--- src/rtl/add_arb_pkg.sv ---
// add_arb_pkg: shared FSM state encoding and datapath width for add_arb.
package add_arb_pkg;
    localparam int DATA_W = 8;
    typedef enum logic [1:0] {IDLE, CALC, RESP} state_t;
endpackage

--- src/rtl/add.sv ---
// add: combinational 8-bit wrapping adder.
module add (
    input  logic [7:0] in1,
    input  logic [7:0] in2,
    output logic [7:0] sum
);
    assign sum = in1 + in2;
endmodule

--- src/rtl/add_arb.sv ---
// add_arb: round-robin arbiter sharing one 8-bit adder between two requesters,
// with signed-overflow flagging and saturating response counters.
module add_arb
    import add_arb_pkg::*;
#(
    parameter int CNT_W = 16
) (
    input  logic              clk,
    input  logic              rst_n,
    input  logic              req0_valid,
    input  logic [DATA_W-1:0] req0_a,
    input  logic [DATA_W-1:0] req0_b,
    output logic              req0_ready,
    input  logic              req1_valid,
    input  logic [DATA_W-1:0] req1_a,
    input  logic [DATA_W-1:0] req1_b,
    output logic              req1_ready,
    output logic              resp_valid,
    input  logic              resp_ready,
    output logic              resp_id,
    output logic [DATA_W-1:0] resp_sum,
    output logic              resp_ovf,
    output logic [CNT_W-1:0]  op_count,
    output logic [7:0]        ovf_count
);
    state_t state, state_nx;
    logic last_id, gnt, ovf;
    logic [DATA_W-1:0] a_q, b_q, sum;

    add u_add (.in1(a_q), .in2(b_q), .sum(sum));

    // Overflow only when like-signed operands produce an opposite-signed sum.
    assign ovf = (a_q[DATA_W-1] == b_q[DATA_W-1]) & (sum[DATA_W-1] != a_q[DATA_W-1]);
    assign gnt = (req0_valid & req1_valid) ? ~last_id : req1_valid;
    assign resp_valid = state == RESP;

    always_comb begin
        state_nx = state;
        req0_ready = 1'b0;
        req1_ready = 1'b0;
        case (state)
            IDLE: begin
                req0_ready = req0_valid & ~gnt;
                req1_ready = req1_valid & gnt;
                state_nx = (req0_ready | req1_ready) ? CALC : IDLE;
            end
            CALC: state_nx = RESP;
            RESP: state_nx = resp_ready ? IDLE : RESP;
            default: state_nx = IDLE;
        endcase
    end

    always_ff @(posedge clk or negedge rst_n) begin
        if (!rst_n) begin
            state     <= IDLE;
            last_id   <= 1'b1;
            resp_id   <= 1'b0;
            a_q       <= '0;
            b_q       <= '0;
            resp_sum  <= '0;
            resp_ovf  <= 1'b0;
            op_count  <= '0;
            ovf_count <= '0;
        end else begin
            state <= state_nx;
            if (req0_ready | req1_ready) begin
                a_q     <= gnt ? req1_a : req0_a;
                b_q     <= gnt ? req1_b : req0_b;
                resp_id <= gnt;
                last_id <= gnt;
            end
            if (state == CALC) begin
                resp_sum <= ovf ? '0 : sum;
                resp_ovf <= ovf;
            end
            if (resp_valid & resp_ready) begin
                op_count  <= &op_count ? op_count : op_count + 1'b1;
                ovf_count <= (&ovf_count | ~resp_ovf) ? ovf_count : ovf_count + 1'b1;
            end
        end
    end
endmodule

--- config.mk ---
export PLATFORM = sky130hd
export DESIGN_NAME = add_arb
export DESIGN_NICKNAME = d
export VERILOG_FILES = /design/src/rtl/add_arb_pkg.sv /design/src/rtl/add.sv /design/src/rtl/add_arb.sv
export SDC_FILE = /design/constraint.sdc
export NUM_CORES = 1
export LEC_CHECK = 0
export BUFFER_PORTS_ARGS = -buffer_cell sky130_fd_sc_hd__buf_2
export CORE_ASPECT_RATIO = 1.2
export CORE_MARGIN = 4
export CORE_UTILIZATION = 54
export CTS_BUF_LIST = sky130_fd_sc_hd__clkbuf_8
export CTS_CLUSTER_SIZE = 10
export DETAILED_ROUTE_END_ITERATION = 16
export PLACE_DENSITY = 0.82
export SLEW_MARGIN = 10
export SYNTH_ARGS = -nofsm -noshare
export SYNTH_HDL_FRONTEND = slang
export SYNTH_SLANG_ARGS = --single-unit
--- constraint.sdc ---
create_clock -name clk -period 2.1 [get_ports clk]
set_input_delay 0.42 -clock clk [delete_from_list [all_inputs] [get_ports clk]]
set_output_delay 0.42 -clock clk [all_outputs]
set_load 0.01 [all_outputs]
==> results of run 1 <==
[per-layer routing]
metal / part of all wire (%) / up-vias
met5: 0 / -
met4: 1.3 / 0
met3: 5.3 / 5
met2: 51 / 64
met1: 42 / 998
li1: - / 1033
[area by class of cell]
class	count	area, um^2	area share (%)
Multi-Input combinational cell	182	1290	40.32
Inverter	8	30.03	0.9386
Timing Repair Buffer	77	395.4	12.36
Tap cell	58	72.57	2.268
Clock inverter	3	15.01	0.4693
Clock buffer	5	68.82	2.151
Sequential cell	53	1328	41.49
[flip-flops by register name (all words and copies together), names as in the netlist]
register and count:
resp_ovf 1, op_count 16, state 2, resp_sum 8, last_id 1, ovf_count 8
resp_id 1, b_q 8, a_q 8
[report_power, final]
part,total [mW],switching (mW),internal [mW]
Clock,0.552,0.325,0.227
Sequential,1.62,0.253,1.37
Combinational,2.08,1.17,0.913
Total,4.25,1.75,2.51
[cell families after synthesis]
logic type	after synthesis	synth area share, %
AOI/OAI and AO/OA	45	11.14
xor gates and xnor gates	25	8.228
adders and majority gates	10	4.984
buffers and inverters	15	2.256
DFF	53	49.88
muxes	21	8.180
and+or+nand+nor	81	15.33
[final timing paths]
| path | start | endpoint | slack, ps |
|---|---|---|---|
| setup / recovery | a_q[1] | resp_sum[4] | 140 |
| hold / removal | rst_n | resp_sum[3] | 40 |
| setup reg to reg | a_q[1] | resp_sum[4] | 140 |
| hold reg to reg | resp_sum[1] | resp_sum[1] | 480 |
| max in group asynchronous | rst_n | ovf_count[6] | 1450 |
| min in group clk | resp_ready | state[1] | 320 |
[Yosys cell counts (all sizes together) (8+ instances only)]
library cell / n
inv: 8
xnor2: 20
mux2i: 18
nand2: 20
nand3: 9
and3: 8
nand4: 9
nor2: 20
dfrtp: 52
o21ai: 8
a21oi: 20
ha: 9
[through the flow]
stage | power [mW] | worst slack (ps)
6_report | 4.254 | 144.5
5_1_grt | 4.610 | 5.854
4_1_cts | 4.244 | 74.60
3_5_place_dp | 3.689 | 72.49
3_3_place_gp | 3.572 | 187.3
2_1_floorplan | 3.078 | 285.2
[cell usage in the layout (no fill, tap or decap), types with 2 or more instances in the layout]
master / synthesis / routed
nor2_1: 20 / 20
mux2i_1: 17 / 17
a21oi_1: 20 / 19
and4_1: 2 / 2
nand3_1: 9 / 9
clkbuf_8: 0 / 5
a21o_1: 3 / 3
o21ai_0: 7 / 7
xor2_1: 5 / 5
and3_1: 7 / 7
nand2_1: 19 / 19
o211ai_1: 2 / 2
inv_1: 8 / 10
mux2_2: 3 / 3
nand4_1: 9 / 9
xnor2_1: 20 / 20
dfrtp_1: 52 / 52
buf_4: 0 / 4
nand2b_1: 6 / 6
a211oi_1: 2 / 2
o31ai_1: 3 / 3
buf_2: 3 / 73
and2_1: 2 / 2
ha_1: 9 / 9
[worst max-delay path: stages (launching register included)]
cell,delay [ps]
dfrtp_1,410
ha_1,320
a211oi_1,270
o21a_1,220
o21ai_4,90
mux2i_4,230
o41ai_2,310
[timing repair]
item,in CTS,in global routing
endpoints found under the setup margin,0,8
setup buffers,0,0
resized for setup,0,2
==> out/results.ini, run 1 <==
[global_route]
overflow=0
antenna_found_initial=0
grt_busiest_layer=met2
met2_usage_pct=34.55
track_usage_pct=19.37
met1_usage_pct=23.70
grt_max_degree=34
grt_pass1_wl_um=9611
grt_pass1_vias=2141
met3_usage_pct=3.199

[synth]
yosysTopAreaCell=dfrtp_1
syn_area_um2=2661
avgSynthCellArea_um2=10.65
syn-num-nets=297
synth_area_leaders=dfrtp_1 49%, xnor2_1 6.6%, mux2i_1 6.4%
synthArstFlopShare_pct=100.0
synth_edf_count=0
synth_ff_type=dfrtp_1
synth_top_area_share_pct=48.90
ys_seq_area_share_pct=49.88
synth_seq_cells=53
ys_warn_count=0
syn_inst=250
ys_types=42

[timing]
slew_headroom_pct=67.87
holdWs_ps=44.88
max_freq_ghz=0.5114
setup_viol=0
maxSlewViolCount=0
max_slew.worst_pin.slew_ps=482.0
setup-tns-final_ps=0
period_share_pct=93.12
hold_viol_final=0
fin_skew_ps=3.625
finalCriticalPeriod_ps=1956
rsz0062_at_grt=false

[cells_and_area]
drive_gt1_share_pct=29.57
final_core_util_pct=68.13
fin_nets=374
fin_area_um2=3199
finalNonFillerCells=386
nFillCells=374
n_antenna_cell=0
synthToLayoutAreaGrowth_pct=20.22

[clock_network]
clock_latency_ps=300
cts.clk_slew.worst_paths_ps=90
hold_buffers=0
htreeDepth=2
clock-root-buffer=clkbuf_8
cts_buffers=5
tritoncts=yes
clkSinkCount=53
cts.path.max_buffers=2

[placement]
place_inst=378
portBuffers=73
post-dp-hpwl_um=4364
place_area_um2=3103
place_congestion=0.8374

[floorplan]
core.rowCount=27
num_io_pins=74
dieArea_um2=6120
die_h_um=84.90
die_w_um=72.09
start_util_pct=56.67
core_um2=4696

[setup_path]
critical_path_arrival_ps=2160
crit_type=flop to flop
required_ps=2310
cp-start-kind=flop
endpoint_kind=flop
rr_worst_depth=6
path_max_fanout=8

[detailed_routing]
avgRoutedWirePerCell_um=14.37
num_vias=2100
vias_per_cell=5.440
remaining_drc_errors=0
drtIter0Drc=74
dr.pass1.iters=4
totalWireLength_um=5545
ant_nets=0

[run]
drv_cap=0

[run_status]
status=completed

[power_and_ir_drop]
p_per_area_nw_per_um2=1330
p_leak_nw=1.617
ir_worst_vdd_v=0.0006312

[min_path]
hp-class=input port to async pin

Note: power is estimated with default switching activity, not from simulation.
==> run 2: changes to the inputs <==
--- a/config.mk
+++ b/config.mk
@@ -6,6 +6,7 @@
 export NUM_CORES = 1
 export LEC_CHECK = 0
 export BUFFER_PORTS_ARGS = -buffer_cell sky130_fd_sc_hd__buf_2
+export CAP_MARGIN = 20
 export CORE_ASPECT_RATIO = 1.2
 export CORE_MARGIN = 4
 export CORE_UTILIZATION = 54
==> constraint.sdc (replaced) <==
create_clock -name clk -period 2.1 [get_ports clk]
set_input_delay 0.315 -clock clk [delete_from_list [all_inputs] [get_ports clk]]
set_output_delay 0.315 -clock clk [all_outputs]
set_load 0.01 [all_outputs]
==> run 2 against run 1 <==
Critical path depth did not move; combinational power hardly changed; critical path type unchanged; cell count unchanged; sequential share of layout area is 0.59 points lower; clock-buffer cell count did not move; global-route usage shrank 0.27 points; first-iteration DRC count decreased by 18%.
==> out/results.ini, run 2 (synthesis gave the netlist of run 1 again) <==
[setup_path]
crit_path_end=resp_sum[0]
cpMaxStageDelayCell=dfrtp_1
required_ps=2280
critical_path_arrival_ps=2130
cp_num_cells=6
endpoint_kind=flop
cp-start-kind=flop
r2r_end=resp_sum[0]
rr_worst_depth=6
max_stage_delay_ps=390
reg2reg_slack_ps=150
crit_type=flop to flop
crit_start=b_q[3]
path_cells=ha_1 -> o211ai_1 -> o21a_1 -> o21ai_4 -> mux2i_4 -> o21ai_0
path_max_fanout=8
critPathBufInv=0
crit_family=compound AO/OA/AOI/OAI gates
reg2reg_from=b_q[3]

[timing]
period_share_pct=92.87
finalCriticalPeriod_ps=1950
fin_skew_ps=13.32
max_slew.worst_pin.slew_ps=587.2
setup_viol=0
setup-tns-final_ps=0
rsz0062_at_grt=false
hold_viol_final=0
maxSlewViolCount=0
max_freq_ghz=0.5127
slew_headroom_pct=60.86

[floorplan]
dieArea_um2=6120
die_w_um=72.09
core_um2=4696
start_util_pct=56.67
core.rowCount=27
num_io_pins=74
die_h_um=84.90

[min_path]
hp-class=input port to flop

[detailed_routing]
dr.max_layer_used=met4
wl_met3_um=306
wl_met2_um=2687
num_vias=2087
drtIter0Drc=61
dr.pass1.iters=4
ant_nets=0
remaining_drc_errors=0
totalWireLength_um=5409
avgRoutedWirePerCell_um=14.01
drt-met1-wl_um=2296
vias_per_cell=5.407

[cells_and_area]
nFillCells=374
n_antenna_cell=0
mostFrequentLayoutCells=73 x buf_2, 52 x dfrtp_1, 20 x nor2_1, 20 x xnor2_1
drive_gt1_share_pct=29.88
final_common_cell=buf_2
largest_reg_flops=16
synthToLayoutAreaGrowth_pct=21.96
regMostFlops=op_count
fin_area_um2=3246
fin_nets=374

[clock_network]
postCtsSetupRepairBufs=0
cts.clk_slew.worst_paths_ps=100
tritoncts=yes
clock-root-buffer=clkbuf_8
clock_latency_ps=310
cts.path.max_buffers=2
htreeDepth=2
clkSinkCount=53
cts_buffers=5

[global_route]
grt_pass1_wl_um=9446
grt_pass1_vias=2112
grt_max_degree=34
track_usage_pct=19.11
overflow=0
antenna_found_initial=0

[placement]
place_congestion=0.8080
portBuffers=73
place_area_um2=3108
post-dp-hpwl_um=4092

[power_and_ir_drop]
p_per_area_nw_per_um2=1354
p_leak_nw=1.629
ir_worst_vdd_v=0.0007044
power_mw=4.394

[run_status]
status=completed

[run]
drv_cap=0

run 2: cell types whose count changed in the layout (fill, tap and decap cells not counted), sizes merged:
cell | previous run | this run
inv | 10 | 8
buf | 77 | 76
bufinv | 0 | 1
clkinv | 0 | 1
dlygate4sd3 | 0 | 1
run 2: repair_timing:
action                     in CTS  in global routing
hold endpoints to repair        1                  0
setup endpoints to repair       0                  6
gates resized for setup         0                  3
hold buffers                    1                  0
run 2: worst reg2reg max path, cell delays in order, from the launching register on:
cell	delay, ps
dfrtp_1	390
ha_1	340
o211ai_1	100
o21a_1	240
o21ai_4	210
mux2i_4	370
o21ai_0	160
run 2: layer usage:
layer	vias up	track usage, %
met5	-	0
met4	0	7.692
met3	9	2.962
met2	60	31.73
met1	986	24.71
li1	1032	-
run 2: worst min-delay path by stage:
stage                     slack [ps]  cells after the start        from          end
after floorplan                   20                      0       rst_n       a_q[0]
after global placement           340                      1       rst_n  op_count[8]
after detailed placement         340                      1       rst_n  op_count[7]
after CTS                        190                      2  resp_ready     state[1]
after global routing             210                      2  resp_ready     state[1]
final                            200                      2  resp_ready     state[1]
run 2: power breakdown:
| group | total [mW] | internal (mW) | switching, mW |
|---|---|---|---|
| logic | 2.07 | 0.910 | 1.16 |
| registers | 1.62 | 1.37 | 0.257 |
| clock network | 0.699 | 0.357 | 0.342 |
run 2: area by class of cell:
type	count	area [um^2]	share of cell area, %
sequential	53	1328	40.90
multi-input combinational	182	1290	39.75
timing repair buffer	77	410.4	12.64
tap	58	72.57	2.236
clock buffer	5	68.82	2.120
clock inverter	3	46.29	1.426
inverter	8	30.03	0.9252
run 2: per-stage QoR:
step / std cells / setup WS (ps) / util, % / hold WS (ps)
5_1_grt: 386 / 11.55 / 69.12 / 211.1
4_1_cts: 386 / 68.81 / 68.85 / 185.1
6_report: 386 / 149.7 / 69.12 / 197.2
3_3_place_gp: 377 / 180.9 / 66.19 / 335.1
2_1_floorplan: 250 / 285.2 / - / 19.41
3_5_place_dp: 377 / 83.64 / 66.19 / 343.8
